File: config.mk
export PLATFORM = sky130hd
export DESIGN_NAME = ex_mem_stage
export DESIGN_NICKNAME = d
export VERILOG_FILES = /design/src/rtl/ex_mem_stage.sv
export SDC_FILE = /design/constraint.sdc
export NUM_CORES = 1
export LEC_CHECK = 0
export ABC_AREA = 1
export CAP_MARGIN = 20
export CORE_MARGIN = 1.5
export CORE_UTILIZATION = 45
export CTS_BUF_LIST = sky130_fd_sc_hd__clkbuf_16
export DETAILED_ROUTE_END_ITERATION = 7
export PLACE_DENSITY = 0.83
export SETUP_SLACK_MARGIN = 0.15
export SYNTH_ARGS = -nofsm -noshare
export SYNTH_HDL_FRONTEND = slang
export SYNTH_SLANG_ARGS = --single-unit
File: constraint.sdc
create_clock -name clk -period 3.7 [get_ports clk]
set_input_delay 0.37 -clock clk [delete_from_list [all_inputs] [get_ports clk]]
set_output_delay 0.37 -clock clk [all_outputs]
set_load 0.005 [all_outputs]
File: src/rtl/ex_mem_stage.sv
// EX/MEM pipeline boundary: registers ALU results with their control bits, resolves
// branch/jump targets into a one-cycle redirect, and buffers up to two instructions.
module ex_mem_stage #(
    parameter int XLEN = 32,
    parameter int RD_W = 5
) (
    input  logic            clk,
    input  logic            rst_n,
    input  logic            flush,
    input  logic            in_valid,
    output logic            in_ready,
    input  logic [XLEN-1:0] in_pc,
    input  logic [XLEN-1:0] in_imm,
    input  logic [XLEN-1:0] in_rs1,
    input  logic [XLEN-1:0] in_rs2,
    input  logic [XLEN-1:0] in_alu_o,
    input  logic            in_zero_flag,
    input  logic [RD_W-1:0] in_rd,
    input  logic [4:0]      in_ctrl,
    output logic            out_valid,
    input  logic            out_ready,
    output logic [XLEN-1:0] out_result,
    output logic [XLEN-1:0] out_store_data,
    output logic [RD_W-1:0] out_rd,
    output logic            out_reg_write,
    output logic            out_mem_read,
    output logic            out_mem_write,
    output logic            redirect_valid,
    output logic [XLEN-1:0] redirect_pc,
    output logic            misalign_trap
);

    localparam int PW = 2 * XLEN + RD_W + 3;

    logic            is_branch;
    logic            is_jal;
    logic            is_jalr;
    logic            mem_read;
    logic            mem_write;
    logic            taken;
    logic            misaligned;
    logic [XLEN-1:0] target_sum;
    logic [XLEN-1:0] target;
    logic [XLEN-1:0] new_result;
    logic            new_reg_write;
    logic [PW-1:0]   new_payload;

    logic            accept;
    logic            pop;
    logic            main_valid;
    logic            skid_valid;
    logic            ready_q;
    logic [PW-1:0]   main_payload;
    logic [PW-1:0]   skid_payload;

    logic            main_valid_nxt;
    logic            skid_valid_nxt;
    logic            load_main_new;
    logic            load_main_skid;
    logic            load_skid;

    assign is_branch = in_ctrl[4];
    assign is_jal    = in_ctrl[3];
    assign is_jalr   = in_ctrl[2];
    assign mem_read  = in_ctrl[1];
    assign mem_write = in_ctrl[0];

    assign taken      = is_jal | is_jalr | (is_branch & in_zero_flag);
    assign target_sum = is_jalr ? (in_rs1 + in_imm) : (in_pc + in_imm);
    assign target     = is_jalr ? {target_sum[XLEN-1:1], 1'b0} : target_sum;
    assign misaligned = taken & target[1];

    // Misaligned jumps still flow down the pipe, but must not touch state.
    assign new_result    = (is_jal | is_jalr) ? (in_pc + XLEN'(4)) : in_alu_o;
    assign new_reg_write = (in_rd != '0) & ~mem_write & ~is_branch;
    assign new_payload   = {new_result, in_rs2, in_rd,
                            new_reg_write & ~misaligned,
                            mem_read & ~misaligned,
                            mem_write & ~misaligned};

    assign in_ready  = ready_q;
    assign out_valid = main_valid;
    assign accept    = in_valid & ready_q & ~flush;
    assign pop       = main_valid & out_ready;

    assign {out_result, out_store_data, out_rd,
            out_reg_write, out_mem_read, out_mem_write} = main_payload;

    // Buffer steering; accept with a full skid is impossible since ready_q is low then.
    always_comb begin
        main_valid_nxt = main_valid;
        skid_valid_nxt = skid_valid;
        load_main_new  = 1'b0;
        load_main_skid = 1'b0;
        load_skid      = 1'b0;
        if (flush) begin
            main_valid_nxt = 1'b0;
            skid_valid_nxt = 1'b0;
        end else if (pop && skid_valid) begin
            load_main_skid = 1'b1;
            main_valid_nxt = 1'b1;
            skid_valid_nxt = 1'b0;
        end else if (accept && (!main_valid || pop)) begin
            load_main_new  = 1'b1;
            main_valid_nxt = 1'b1;
        end else if (accept) begin
            load_skid      = 1'b1;
            skid_valid_nxt = 1'b1;
        end else if (pop) begin
            main_valid_nxt = 1'b0;
        end
    end

    always_ff @(posedge clk or negedge rst_n) begin
        if (!rst_n) begin
            main_valid   <= 1'b0;
            skid_valid   <= 1'b0;
            ready_q      <= 1'b1;
            main_payload <= '0;
            skid_payload <= '0;
        end else begin
            main_valid <= main_valid_nxt;
            skid_valid <= skid_valid_nxt;
            ready_q    <= ~skid_valid_nxt;
            if (load_main_new) begin
                main_payload <= new_payload;
            end else if (load_main_skid) begin
                main_payload <= skid_payload;
            end
            if (load_skid) begin
                skid_payload <= new_payload;
            end
        end
    end

    // Redirect/trap pulses last one cycle; redirect_pc keeps the last good target.
    always_ff @(posedge clk or negedge rst_n) begin
        if (!rst_n) begin
            redirect_valid <= 1'b0;
            misalign_trap  <= 1'b0;
            redirect_pc    <= '0;
        end else begin
            redirect_valid <= accept & taken & ~misaligned;
            misalign_trap  <= accept & misaligned;
            if (accept && taken && !misaligned) begin
                redirect_pc <= target;
            end
        end
    end

endmodule

**Yosys cells after proc, flatten, opt, wreduce, memory -nomap -nowiden**

Index checks and enable logic that the tools add are counted.

- Register bits after elaboration: 181
- Logic and storage cells: 66
- Input bits: 176
- Output and inout bits: 108

- Bitwise gates (word level): 20
- Eq/ne operators: 1
- Reduce and logical (&&, ||, !) cells: 11
- $add $sub $neg: 3
- Muxes and demuxes: 23

Operator list:

| cell | number |
|---|---|
| two-way mux 72 bit | 2 |
| adder 32 bit | 2 |
| two-way mux 32 bit | 2 |
| adder 32 x 3 -> 32 bit (second input constant) | 1 |
| two-way mux 1 bit | 19 |
| AND 1 bit | 13 |
| inverter 1 bit | 5 |
| nonzero test 5 bit | 1 |
| logical AND 1 bit | 4 |
| != test 4 x 2 -> 1 bit (second input constant) | 1 |
| nonzero test 4 bit | 1 |
| logical NOT 1 bit | 2 |
| OR 1 bit | 2 |
| AND reduction 2 bit | 1 |
| nonzero test 2 bit | 1 |
| logical OR 1 bit | 1 |

**Depth between registers and ports, before layout**

- Word-level depth: 7
- Mapped depth: 17
- Mapped depth without buffers: 15

**Least setup slack after synthesis**

Ideal clock, no wire load.

- Path kind: input -> register
- Start point: input in_ctrl[2]
- End point: register redirect_pc[24]
- Cell stages on the path: 12
- Library setup time: 117 ps
- Buffers on the path: 4
- Data arrival time: 2,533 ps
- Setup slack: 1,049 ps
- Data required time: 3,583 ps
- Cells stage by stage: buf_4 > clkbuf_1 > clkbuf_1 > nand2_1 > nand2_1 > ha_1 > fa_1 > nor3_4 > inv_4 > buf_2 > nand2_1 > nand2_1

- Elaborated cells on any way between the ends: 7
- Classes of those cells: 1 x mux; 3 x bitwise; 3 x reduce/logical

RTL lines:

| element | RTL line | RTL |
|---|---|---|
| start: declaration | 19 | `input logic [4:0] in_ctrl,` |
| two-way mux 32 bit | 69 | `assign target_sum = is_jalr ? (in_rs1 + in_imm) : (in_pc + in_imm);` |
| named net target[1] | 43 | `logic [XLEN-1:0] target;` |
| AND 1 bit | 71 | `assign misaligned = taken & target[1];` |
| logical NOT 1 bit | 145 | `if (accept && taken && !misaligned) begin` |
| logical AND 1 bit | 145 |  |
| end signal: assignment | 146 | `redirect_pc <= target;` |
| end: declaration | 29 | `output logic [XLEN-1:0] redirect_pc,` |

The timed path passes the listed nets, and every way through them passes these cells.
A chain may end at the register's enable or synchronous reset.

**Worst setup path after layout**

- Start point: input in_ctrl[2]
- End point: register redirect_pc[17]

Same word-level chain as after synthesis.

==> impl_metrics.yaml <==
power_and_ir_drop:
  p_switching_mw: 2.27
  power_density_nw_per_um2: 454
  clkPwrFrac: 0.284
  internal_power_mw: 4.52
  swShare: 0.335
  combPwrFrac: 0.311
  leakagePower_nw: 7.54
  total_power_mw: 6.80
  p_seq_frac: 0.405
  ir_worst_vdd_mv: 0.255
cells_and_area:
  final_area_um2: 15000
  num-nets-final: 2136
  areaGrowthSynthToFinish_pct: 33.1
  utilization: 0.613
  final_cells: 2265
  drive_above_1_share: 0.0454
clock_network:
  insertion_delay_ns: 0.44
  clk_path_buf_depth: 2
  clk_pin_slew_ns: 0.08
  ctsResizeCount: 0
  h-tree-depth: 4
  cts_tree: "done"
  cts_buffers: 17
  cts_sinks: 181
  cts-root-buf: "clkbuf_16"
  cts_hold_buf: 0
  post_cts_buffers: 0
timing:
  clock-skew-final_ns: 0.0156
  fin_hold_ws_ns: -0.00409
  setup_slack_ns: 0.997
  setup_viol_count_final: 0
  slew_headroom: 0.411
  worst_pin_slew_ns: 0.883
  drv_slew: 0
  rsz0062_at_grt: "false"
  max_freq_mhz: 370
  post-route-period-util: 0.730
  hold_viol: 2
  period_minus_slack_ns: 2.70
  setup_tns_ns: 0
critical_path:
  crit_fanout: 18
  cp-startpoint: "in_ctrl[2]"
  critPathLaunchType: "primary input"
  r2r_start: "in_ready"
  required_ns: 4.08
  crit_type: "primary input to flip-flop"
  cp.arrival_ns: 3.08
  end_kind: "flip-flop"
placement:
  post_dp_cell_area_um2: 14400
  dp_hpwl_um: 28900
  gp_congestion: 0.947
  dpl.cell_count: 2232
  place.port_buffers: 283
  place_ws_ns: 0.573
die:
  io_pins: 284
  die_w_um: 161
  die_h_um: 161
  start_util: 0.460
  placementRows: 57
  coreArea_um2: 24500
  die_area_um2: 26000
routing:
  wl_per_cell_um: 16.9
  post_drt_via_cell_ratio: 5.31
  drtAntennaViolNets: 0
  first_pass_iters: 5
  drt-total-wl_um: 38200
  dr.first_iter.drc_count: 1191
  num_vias: 12019
  drc_errors: 0
synth:
  synth_warnings: 0
  synth.distinct_cells: 38
  synth.avg_cell_area_um2: 6.74
  netlist.top_cell.by_area: "dfrtp_1"
  syn_nets: 1880
  synth-seq-cells: 181
  syn_area_um2: 11300
  ys_seq_area_frac: 0.402
  synth.top_cell.area_share: 0.400
  syn_inst: 1671
  synth_area_leaders: "dfrtp_1 (40%), nand2_1 (23%), o21ai_0 (6.4%), nor2_1 (5.5%), inv_1 (5.1%)"
status:
  status: "finished with violations"
  failed_checks: "negative hold slack"
grt:
  grt_usage: 0.297
  grt_max_degree: 105
  grt_pass1_wl_um: 60500
  grt_pass1_vias: 11569
  grt_overflow: 0
  antenna_found_initial: 5
run:
  cap_violations: 0
hold_path:
  min_path_type: "primary input to async pin"
worst paths after layout:
check | end | cells past startpoint | slack (ns)
max | redirect_pc[17] | 10 | 1.0
min | redirect_pc[6] | 1 | -0.004
max reg2reg | main_payload[47] | 7 | 1.50
min reg2reg | skid_payload[9] | 2 | 0.47
max in group asynchronous | redirect_pc[27] | 2 | 2.76
min in group clk | skid_payload[9] | 2 | 0.47
synth_stat cells (all sizes together):
cell    count
dfrtp     180
nand4       3
fa          1
xnor2      18
nand3b      4
mux2i       3
ha         32
nor3        7
inv       158
nand3      93
o211ai      1
nor2      178
and2        2
o21bai      3
clkbuf     29
xor2       11
buf        32
a31oi      15
dfstp       1
o21ai     165
nand2     700
or2         5
a21oi      27
a21o        3
area by class of cell:
class                   count  area, um2
diodes                      1       2.50
repair buffers            298       2970
multi-input cells        1271       5850
clock inverters            15        200
clock buffers              17        425
inverters                 158        597
fillers                  2185       9480
flip-flops and latches    181       4530
well taps                 324        405
cells by family (layout without fill, tap and decap cells):
kind of cell,after synthesis,after routing,share of synthesized area
buf+inv,219,488,0.0787
simple gates,992,992,0.356
compound gates,214,214,0.100
flops,181,181,0.402
other cells,0,1,0
xor+xnor,29,29,0.0226
mux,3,3,0.00267
fa+ha+maj,33,33,0.0373
power groups by stage:
stage          clock (mW)  combinational [mW]  sequential [mW]
3_3_place_gp            0                2.07             2.76
3_5_place_dp            0                2.11             2.78
6_report             1.93                2.12             2.75
2_1_floorplan           0               0.956             2.74
4_1_cts              1.96                2.12             2.75
5_1_grt              2.05                2.34             2.80
per-layer routing:
metal / share of wire / global-route usage
met5: 0.0011 / 0
met3: 0.073 / 0.0473
met2: 0.46 / 0.488
met4: 0.031 / 0.112
met1: 0.43 / 0.394
cell usage in the layout (no fill, tap or decap), drive strengths merged:
cell type	instances
nand3	93
o21ai	165
clkinv	7
nand2	700
nand3b	4
xor2	11
or2	5
o21bai	3
buf	15
and2	2
dfrtp	180
a21o	3
a31oi	15
diode	1
nor2	178
o211ai	1
clkbuf	18
clkdlybuf4s50	282
mux2i	3
fa	1
bufinv	1
inv	165
xnor2	18
ha	32
nand4	3
nor3	7
a21oi	27
dfstp	1
registers in the layout, indices dropped and copies added (netlist names):
register	count
redirect_pc	32
in_ready	1
redirect_valid	1
skid_valid	1
misalign_trap	1
out_valid	1
main_payload	72
skid_payload	72
critical path: stages:
cell and delay [ns]:
clkdlybuf4s50_1 0.47, inv_1 0.35, nand2_1 0.09, nand2_1 0.07
ha_1 0.20, fa_1 0.55, nor3_4 0.31, buf_4 0.34
nand3_1 0.20, nand2_1 0.11
Power figures use the tool's default switching activity.
